**src/rtl/debug_pkg.sv**
```systemverilog
// Shared constants and state encoding for the debug variable controller.
// Digit count, power-on value and FSM states live here so every file agrees.
package debug_pkg;

    localparam int NIB = 16;
    localparam logic [63:0] INIT_VAL_DEFAULT = 64'h0000_0000_0000_1234;

    typedef enum logic {
        ACTIVE = 1'b0,
        COMMIT = 1'b1
    } state_e;

endpackage

```
**src/rtl/rr_arb16.sv**
```systemverilog
// Combinational 16-way round-robin picker: grants the lowest requesting
// index at or above the pointer, wrapping from 15 back to 0.
module rr_arb16 (
    input  logic [15:0] req_i,
    input  logic [3:0]  ptr_i,
    output logic        gnt_valid_o,
    output logic [3:0]  gnt_idx_o
);

    logic [3:0] cand;

    // Scan offsets from the far end down so the smallest offset from ptr_i wins.
    always_comb begin
        gnt_valid_o = 1'b0;
        gnt_idx_o   = ptr_i;
        cand        = '0;
        for (int k = 15; k >= 0; k--) begin
            cand = ptr_i + 4'(k);
            if (req_i[cand]) begin
                gnt_valid_o = 1'b1;
                gnt_idx_o   = cand;
            end
        end
    end

endmodule

```
**src/rtl/debug_var_ctrl.sv**
```systemverilog
// Button/host-driven 64-bit debug register whose value only changes during
// vertical blanking; one digit increment or host write is committed per cycle.
module debug_var_ctrl #(
    parameter logic [63:0] INIT_VAL = debug_pkg::INIT_VAL_DEFAULT,
    parameter int          NIB      = debug_pkg::NIB
) (
    input  logic           vga_clk,
    input  logic           vga_rst,
    input  logic [NIB-1:0] btns,
    input  logic           vblank,
    input  logic           wr_req,
    input  logic [63:0]    wr_data,
    output logic           wr_ack,
    output logic [63:0]    var_out,
    output logic [NIB-1:0] pending,
    output logic           upd_valid,
    output logic [3:0]     upd_idx
);

    import debug_pkg::*;

    state_e         state_q, state_d;
    logic [NIB-1:0] btn_q;
    logic [NIB-1:0] pending_q, pending_d;
    logic [NIB-1:0] btnEdge, clrMask;
    logic [63:0]    var_q, var_d;
    logic [3:0]     rr_ptr_q, rr_ptr_d;
    logic [3:0]     upd_idx_q, upd_idx_d;
    logic           wr_ack_q, wr_ack_d;
    logic           upd_valid_q, upd_valid_d;
    logic           gntValid;
    logic [3:0]     gntIdx;
    logic           commitEn, hostWr, btnCommit;

    assign btnEdge = btns & ~btn_q;

    rr_arb16 uArb (
        .req_i       (pending_q),
        .ptr_i       (rr_ptr_q),
        .gnt_valid_o (gntValid),
        .gnt_idx_o   (gntIdx)
    );

    always_comb begin
        state_d = state_q;
        case (state_q)
            ACTIVE:  if (vblank)  state_d = COMMIT;
            COMMIT:  if (!vblank) state_d = ACTIVE;
            default: state_d = ACTIVE;
        endcase
    end

    // Gating on vblank as well keeps var_out frozen on the exit cycle of COMMIT.
    // The ack cycle itself is never a write, so a held wr_req re-arms one cycle later.
    always_comb begin
        commitEn    = (state_q == COMMIT) && vblank;
        hostWr      = commitEn && wr_req && !wr_ack_q;
        btnCommit   = commitEn && !hostWr && gntValid;
        var_d       = var_q;
        rr_ptr_d    = rr_ptr_q;
        upd_idx_d   = upd_idx_q;
        wr_ack_d    = 1'b0;
        upd_valid_d = 1'b0;
        clrMask     = '0;
        if (hostWr) begin
            var_d    = wr_data;
            wr_ack_d = 1'b1;
        end else if (btnCommit) begin
            var_d[{gntIdx, 2'b00} +: 4] = var_q[{gntIdx, 2'b00} +: 4] + 4'd1;
            clrMask[gntIdx] = 1'b1;
            rr_ptr_d        = gntIdx + 4'd1;
            upd_valid_d     = 1'b1;
            upd_idx_d       = gntIdx;
        end
        pending_d = (pending_q & ~clrMask) | btnEdge;
    end

    // btn_q resets high so a button held through reset is not seen as a press.
    always_ff @(posedge vga_clk or posedge vga_rst) begin
        if (vga_rst) begin
            state_q     <= ACTIVE;
            btn_q       <= '1;
            pending_q   <= '0;
            var_q       <= INIT_VAL;
            rr_ptr_q    <= '0;
            upd_idx_q   <= '0;
            wr_ack_q    <= 1'b0;
            upd_valid_q <= 1'b0;
        end else begin
            state_q     <= state_d;
            btn_q       <= btns;
            pending_q   <= pending_d;
            var_q       <= var_d;
            rr_ptr_q    <= rr_ptr_d;
            upd_idx_q   <= upd_idx_d;
            wr_ack_q    <= wr_ack_d;
            upd_valid_q <= upd_valid_d;
        end
    end

    assign wr_ack    = wr_ack_q;
    assign var_out   = var_q;
    assign pending   = pending_q;
    assign upd_valid = upd_valid_q;
    assign upd_idx   = upd_idx_q;

endmodule

```
**config.mk**
```make
export PLATFORM = sky130hd
export DESIGN_NAME = debug_var_ctrl
export DESIGN_NICKNAME = d
export VERILOG_FILES = /design/src/rtl/debug_pkg.sv /design/src/rtl/rr_arb16.sv /design/src/rtl/debug_var_ctrl.sv
export SDC_FILE = /design/constraint.sdc
export NUM_CORES = 1
export LEC_CHECK = 0
export BUFFER_PORTS_ARGS = -buffer_cell sky130_fd_sc_hd__clkbuf_2
export CAP_MARGIN = 40
export CORE_UTILIZATION = 50
export CTS_CLUSTER_DIAMETER = 40
export CTS_CLUSTER_SIZE = 10
export DETAILED_ROUTE_END_ITERATION = 10
export GPL_TIMING_DRIVEN = 0
export PLACE_DENSITY = 0.74
export SETUP_SLACK_MARGIN = 0.5
export SLEW_MARGIN = 20
export SYNTH_ARGS = -nofsm -noshare
export SYNTH_HDL_FRONTEND = slang
export SYNTH_SLANG_ARGS = --single-unit
```
**constraint.sdc**
```tcl
create_clock -name vga_clk -period 9.65 [get_ports vga_clk]
set_clock_uncertainty 0.2 [all_clocks]
set_input_delay 0.4825 -clock vga_clk [delete_from_list [all_inputs] [get_ports vga_clk]]
set_output_delay 0.4825 -clock vga_clk [all_outputs]
set_load 0.005 [all_outputs]
```
==> metrics.cfg, run 1 <==
[floorplanning]
die_area_mm2=0.0162
die_x_um=127
core-area_mm2=0.0153
placement_rows=45
initial_core_util=0.513
die_h_um=127
top_level_ports=170

[route]
dr.first_iter.drc_count=873
route.antenna.remaining_nets=0
route.detailed.vias_per_inst=6.39
totalWireLength_um=25900
drc=0
via_count=7382
detail_route.wl_per_cell_um=22.4
firstDrtPassIters=5

[synth]
post_synth.cell_area_avg_um2=10.3
synth_nets=855
yosysWarningCount=0
synth_flop_cell=sky130_fd_sc_hd__dfrtp_1
synthCells=758
synth-seq-area-share=0.345
yosysUniqueCellTypes=92
yosys_register_bits=107
synth-async-reset-ratio=1.00
synth_enable_flop_cells=0
synthesis.area_mm2=0.00783

[clock_network]
cts_repair_resizes=0
cell_at_the_root_of_the_clock_tree=sky130_fd_sc_hd__clkbuf_16
cts_inserted_buffers=9
cts_hold_buf=1
clkLatencyLatePin_ps=360
clock_path_buffers=2
tritoncts_clock_tree=yes
post_cts.repair.setup_buffers=0
clock-sinks=107
cts-htree-levels=3
clkTransAtPathRegs_ps=80

[layout]
synthToLayoutAreaGrowth_pct=18.3
final_net_count=1037
final_cell_area_mm2=0.00926
final_non_filler_cell_total=1156
final_common_cell=sky130_fd_sc_hd__clkbuf_2
layout-drive-gt1-share=0.337
antenna_diode_count=0
most_frequent_cells_in_the_layout=169 x sky130_fd_sc_hd__clkbuf_2, 86 x sky130_fd_sc_hd__dfrtp_1, 66 x sky130_fd_sc_hd__o21ai_0, 57 x sky130_fd_sc_hd__nand2_1, 42 x sky130_fd_sc_hd__mux2i_1
utilization=0.607

[grt]
pin_count_of_the_biggest_net_entering_global_routing=69
first_global_vias=7057
overflow_after_grt=0
grt_first_pass_wirelength_um=40000
grt_antenna_before_repair=0
globalRouteTotalUtil=0.327

[timing]
min_period_over_period=0.881
hold_viol=0
fin_ws_ps=1140
rsz0062_at_grt=false
max_slew.worst_pin.slew_ps=791
slew-limit-headroom=0.470
final.min_clock_period_ps=8510
final_max_slew_viol_count=0
setup_viol=0
whs_ps=16.4
fin_setup_tns_ps=0
timing.fmax_ghz=0.118

[power_and_ir_drop]
clock_network_fraction_of_design_power=0.092
power.density_mw_per_mm2=411
peakVddDrop_mv=0.239
comb_power_share=0.705
power_switching_share=0.520
report.power.total_mw=3.81
power_report.internal_total_mw=1.83
p_sw_mw=1.98
static_leakage_nw=3.94
power.share.sequential=0.203

[worst_setup_path]
cpPeakStageDelay_ps=650
critPathArrivalTime_ps=8610
worst_path_max_delay_cell=sky130_fd_sc_hd__a2111oi_0
critical_path_required_ps=9750
worstPathBufferInverterCount=9
cp-start-kind=flop
cp-end-kind=flop
cp_max_fo=10
critPathMostFrequentCell=sky130_fd_sc_hd__buf_2
crit_path_cell_trace=buf_2 > buf_2 > clkbuf_1 > inv_1 > ha_1 > buf_2 > buf_1 > mux4_2 > mux2i_1 > o211ai_1 > a2111oi_0 > o31ai_1 > xnor2_1 > buf_2 > mux4_2 > nand3_1 > nand4_1 > clkbuf_1 > ha_1 > clkinv_1 > nor2_1 > nand2_1 > nor3_1 > a221o_1
timing.critical_path.max_delay_family=buffers and inverters
critical_path_type=reg2reg

[status]
result_of_the_run=finished clean

[flow_run]
drv_cap=0

[place]
place_congestion=0.978
post_dp_cell_area_mm2=0.00897
number_of_instances_in_the_placed_design=1139
preCtsSetupSlack_ps=1650
io_buffers=169
detailedPlacementHpwl_um=19700

[min_path]
worstHoldPathType=in2reg

==> sequential cells by signal, indices dropped and copies added (netlist names) <==
signal     count
pending       16
btn_q         16
upd_idx        4
state_q        1
rr_ptr_q       4
var_out       64
wr_ack         1
upd_valid      1
==> area by class of cell <==
| type | instances | area, um2 |
|---|---|---|
| buffer | 43 | 239 |
| clock buffer | 10 | 229 |
| clock inverter | 6 | 50.0 |
| fill | 1358 | 6000 |
| inverter | 34 | 133 |
| multi-input combinational | 574 | 4760 |
| sequential | 107 | 2700 |
| tap | 211 | 264 |
| timing repair buffer | 171 | 883 |
==> Yosys cell counts (all sizes together) (7+ instances only) <==
| master | number | share of area |
|---|---|---|
| o31ai | 7 | 0.0067 |
| dfstp | 21 | 0.070 |
| inv | 32 | 0.015 |
| a221o | 21 | 0.027 |
| ha | 13 | 0.021 |
| nor3 | 9 | 0.0058 |
| a21oi | 17 | 0.013 |
| o21ai | 77 | 0.049 |
| a22oi | 37 | 0.035 |
| mux2 | 33 | 0.048 |
| dfrtp | 86 | 0.27 |
| nand2 | 57 | 0.027 |
| nand3 | 25 | 0.017 |
| o22ai | 9 | 0.0090 |
| clkbuf | 22 | 0.011 |
| nor2 | 40 | 0.019 |
| o211ai | 7 | 0.0074 |
| buf | 21 | 0.020 |
| and2 | 11 | 0.0091 |
| nor2b | 8 | 0.0064 |
| nand2b | 10 | 0.0090 |
| mux2i | 47 | 0.065 |
| xnor2 | 17 | 0.025 |
| or2 | 9 | 0.0072 |
| mux4 | 37 | 0.11 |
| a31oi | 10 | 0.0099 |
==> worst paths after layout <==
path	slack (ps)	from	cells past startpoint	end
setup reg to reg	1140	rr_ptr_q[1]	24	var_out[5]
setup / recovery	1140	rr_ptr_q[1]	24	var_out[5]
hold / removal	20	btns[12]	1	btn_q[12]
min in group asynchronous	470	vga_rst	3	pending[4]
hold reg to reg	310	btn_q[3]	1	pending[3]
max in group asynchronous	8090	vga_rst	4	var_out[4]
==> worst register-to-register path, cell delays in order (launching register included) <==
cell                        delay (ps)
sky130_fd_sc_hd__dfrtp_1           430
sky130_fd_sc_hd__buf_2             230
sky130_fd_sc_hd__buf_2             290
sky130_fd_sc_hd__clkbuf_1          430
sky130_fd_sc_hd__inv_1             340
sky130_fd_sc_hd__ha_1              370
sky130_fd_sc_hd__buf_2             180
sky130_fd_sc_hd__buf_1             560
sky130_fd_sc_hd__mux4_2            510
sky130_fd_sc_hd__mux2i_1           300
sky130_fd_sc_hd__o211ai_1          160
sky130_fd_sc_hd__a2111oi_0         650
sky130_fd_sc_hd__o31ai_1           260
sky130_fd_sc_hd__xnor2_1           250
sky130_fd_sc_hd__buf_2             350
sky130_fd_sc_hd__mux4_2            400
sky130_fd_sc_hd__nand3_1           120
sky130_fd_sc_hd__nand4_1           300
sky130_fd_sc_hd__clkbuf_1          420
sky130_fd_sc_hd__ha_1              460
sky130_fd_sc_hd__clkinv_1          390
sky130_fd_sc_hd__nor2_1            270
sky130_fd_sc_hd__nand2_1           210
sky130_fd_sc_hd__nor3_1            250
sky130_fd_sc_hd__a221o_1           130
==> power groups by stage <==
stage	Clock [mW]	Combinational (mW)	Sequential (mW)
floorplan	0	1.82	0.727
global placement	0	2.58	0.771
detailed placement	0	2.60	0.771
CTS	0.351	2.61	0.765
global route	0.369	2.84	0.784
finish	0.351	2.68	0.773
==> routing by layer <==
| metal | vias up | GRT usage | wire (um) |
|---|---|---|---|
| li1 | 3266 | - | - |
| met1 | 3590 | 0.462 | 11000 |
| met2 | 465 | 0.495 | 11600 |
| met3 | 61 | 0.0657 | 2520 |
| met4 | 0 | 0.132 | 804 |
| met5 | - | 0 | 0 |
==> kinds of logic after synthesis <==
logic type | after synthesis | synth area share
buf+inv | 77 | 0.0468
xor+xnor | 21 | 0.0321
mux | 117 | 0.221
simple gates | 196 | 0.126
compound gates | 227 | 0.208
flops | 107 | 0.345
fa+ha+maj | 13 | 0.0208
No activity file was read; power rests on OpenSTA's default activity.
==> run 2, diff against run 1 <==
Settings changed: HOLD_SLACK_MARGIN set to 0.1.
==> metrics.cfg, run 2 (synthesis gave the netlist of run 1 again) <==
[status]
result_of_the_run=finished clean

[route]
route.detailed.vias_per_inst=6.42
dr.first_iter.drc_count=943
detail_route.wl_per_cell_um=22.3
drc=0
route.antenna.remaining_nets=0
totalWireLength_um=26200
via_count=7525
firstDrtPassIters=5

[power_and_ir_drop]
power_switching_share=0.519
clock_network_fraction_of_design_power=0.092
comb_power_share=0.705
power_report.internal_total_mw=1.83
static_leakage_nw=4.01
p_sw_mw=1.98
power.share.sequential=0.203
power.density_mw_per_mm2=404
peakVddDrop_mv=0.234

[timing]
hold_viol=0
setup_viol=0
timing.fmax_ghz=0.120
rsz0062_at_grt=false
final_max_slew_viol_count=0
max_slew.worst_pin.slew_ps=738
slew-limit-headroom=0.506
fin_setup_tns_ps=0
final.min_clock_period_ps=8350
min_period_over_period=0.865

[layout]
most_frequent_cells_in_the_layout=169 x sky130_fd_sc_hd__clkbuf_2, 86 x sky130_fd_sc_hd__dfrtp_1, 66 x sky130_fd_sc_hd__o21ai_0, 57 x sky130_fd_sc_hd__nand2_1, 42 x sky130_fd_sc_hd__mux2i_1
largest_reg_flops=64
final_common_cell=sky130_fd_sc_hd__clkbuf_2
number_of_filler_instances_in_the_final_layout=1331
final_net_count=1054
final_non_filler_cell_total=1173
synthToLayoutAreaGrowth_pct=20.5
layout-drive-gt1-share=0.331
antenna_diode_count=0

[clock_network]
tritoncts_clock_tree=yes
clkLatencyLatePin_ps=360
cts-htree-levels=3
clkTransAtPathRegs_ps=80
cts_inserted_buffers=9
clock-sinks=107
clock_path_buffers=2
post_cts.repair.setup_buffers=0
cell_at_the_root_of_the_clock_tree=sky130_fd_sc_hd__clkbuf_16

[worst_setup_path]
critical_path.endpoint=var_out[5]
critical_path.reg2reg.endpoint=var_out[5]
cp-start-kind=flop
worst_path_max_delay_cell=sky130_fd_sc_hd__a2111oi_0
critical_path_type=reg2reg
critPathMostFrequentCell=sky130_fd_sc_hd__buf_2
crit_startpoint=rr_ptr_q[1]
worst_r2r_path_depth=24
crit_path_cell_trace=buf_2 > buf_2 > clkbuf_1 > inv_1 > ha_1 > buf_2 > buf_1 > mux4_2 > mux2i_1 > o211ai_1 > a2111oi_0 > o31ai_1 > xnor2_1 > buf_2 > mux4_2 > nand3_1 > nand4_1 > clkbuf_1 > ha_1 > clkinv_1 > nor2_1 > nand2_1 > nor3_1 > a221o_1
worstReg2RegStart=rr_ptr_q[1]
r2r_setup_slack_ps=1300
cp_max_fo=10
critical_path_required_ps=9750
cp-end-kind=flop
critPathArrivalTime_ps=8450
cpPeakStageDelay_ps=580

[grt]
pin_count_of_the_biggest_net_entering_global_routing=69
grt_antenna_before_repair=0
globalRouteTotalUtil=0.331
overflow_after_grt=0
first_global_vias=7192
grt_first_pass_wirelength_um=40400

[flow_run]
drv_cap=0

[floorplanning]
initial_core_util=0.513
top_level_ports=170
placement_rows=45
core-area_mm2=0.0153
die_x_um=127
die_h_um=127
die_area_mm2=0.0162

[place]
detailedPlacementHpwl_um=19700
io_buffers=169
place_congestion=0.978
number_of_instances_in_the_placed_design=1139

[min_path]
worstHoldPathType=in2reg

-- run 2: critical path: cells and delay by family, from the launching register on --
kind,cells,cell delay (ps)
buffers and inverters,9,3170
AO/OA/AOI/OAI,4,1120
XOR/XNOR,1,240
flip-flops,1,430
AND/OR/NAND/NOR,5,1120
multiplexers,3,1190
adder cells (fa/ha/maj),2,820
-- run 2: how the worst min path moves through the flow --
stage / start / to / slack [ps] / cells after the start
finish: wr_data[31] / var_out[31] / 130 / 3
global placement: btn_q[11] / pending[11] / 290 / 1
floorplan: btns[0] / btn_q[0] / 290 / 0
CTS: wr_data[31] / var_out[31] / 130 / 3
detailed placement: vga_rst / pending[4] / 300 / 2
global route: wr_data[31] / var_out[31] / 140 / 3
-- run 2: cell type report --
cell class,instances,area (um2),area share
tap,211,264,0.0280
multi-input combinational,574,4760,0.505
clock inverter,6,50.0,0.00531
clock buffer,10,229,0.0243
buffer,43,239,0.0253
timing repair buffer,188,1050,0.112
inverter,34,133,0.0141
sequential,107,2700,0.287
-- run 2: power by group through the flow --
stage / sequential, mW / combinational, mW / clock [mW]
after global placement: 0.771 / 2.58 / 0
after detailed placement: 0.771 / 2.60 / 0
after CTS: 0.765 / 2.62 / 0.351
after floorplan: 0.727 / 1.82 / 0
final: 0.773 / 2.68 / 0.350
after global routing: 0.784 / 2.85 / 0.368
-- run 2: repair_timing --
item | in CTS | in global routing
hold buffers | 18 | 0
endpoints found under the hold margin | 45 | 0
resized for setup | 0 | 0
-- run 2: metrics by stage --
| step | hold slack (ps) | instance area (um2) | util | power, mW | setup slack, ps |
|---|---|---|---|---|---|
| after floorplan | 287 | 7830 | - | 2.55 | 3640 |
| after global placement | 293 | 8940 | 0.586 | 3.35 | 1580 |
| after detailed placement | 301 | 8970 | 0.588 | 3.37 | 1650 |
| after CTS | 126 | 9430 | 0.618 | 3.73 | 1570 |
| after global routing | 142 | 9430 | 0.618 | 4.00 | 845 |
| final | 131 | 9430 | 0.618 | 3.81 | 1300 |
-- run 2: routing by layer --
| metal | wire length, um | global-route usage | share of wire | vias to the layer above |
|---|---|---|---|---|
| li1 | - | - | - | 3300 |
| met5 | 0 | 0 | 0 | - |
| met1 | 10900 | 0.463 | 0.42 | 3687 |
| met3 | 2550 | 0.0666 | 0.097 | 62 |
| met4 | 813 | 0.132 | 0.031 | 0 |
| met2 | 11900 | 0.507 | 0.45 | 476 |
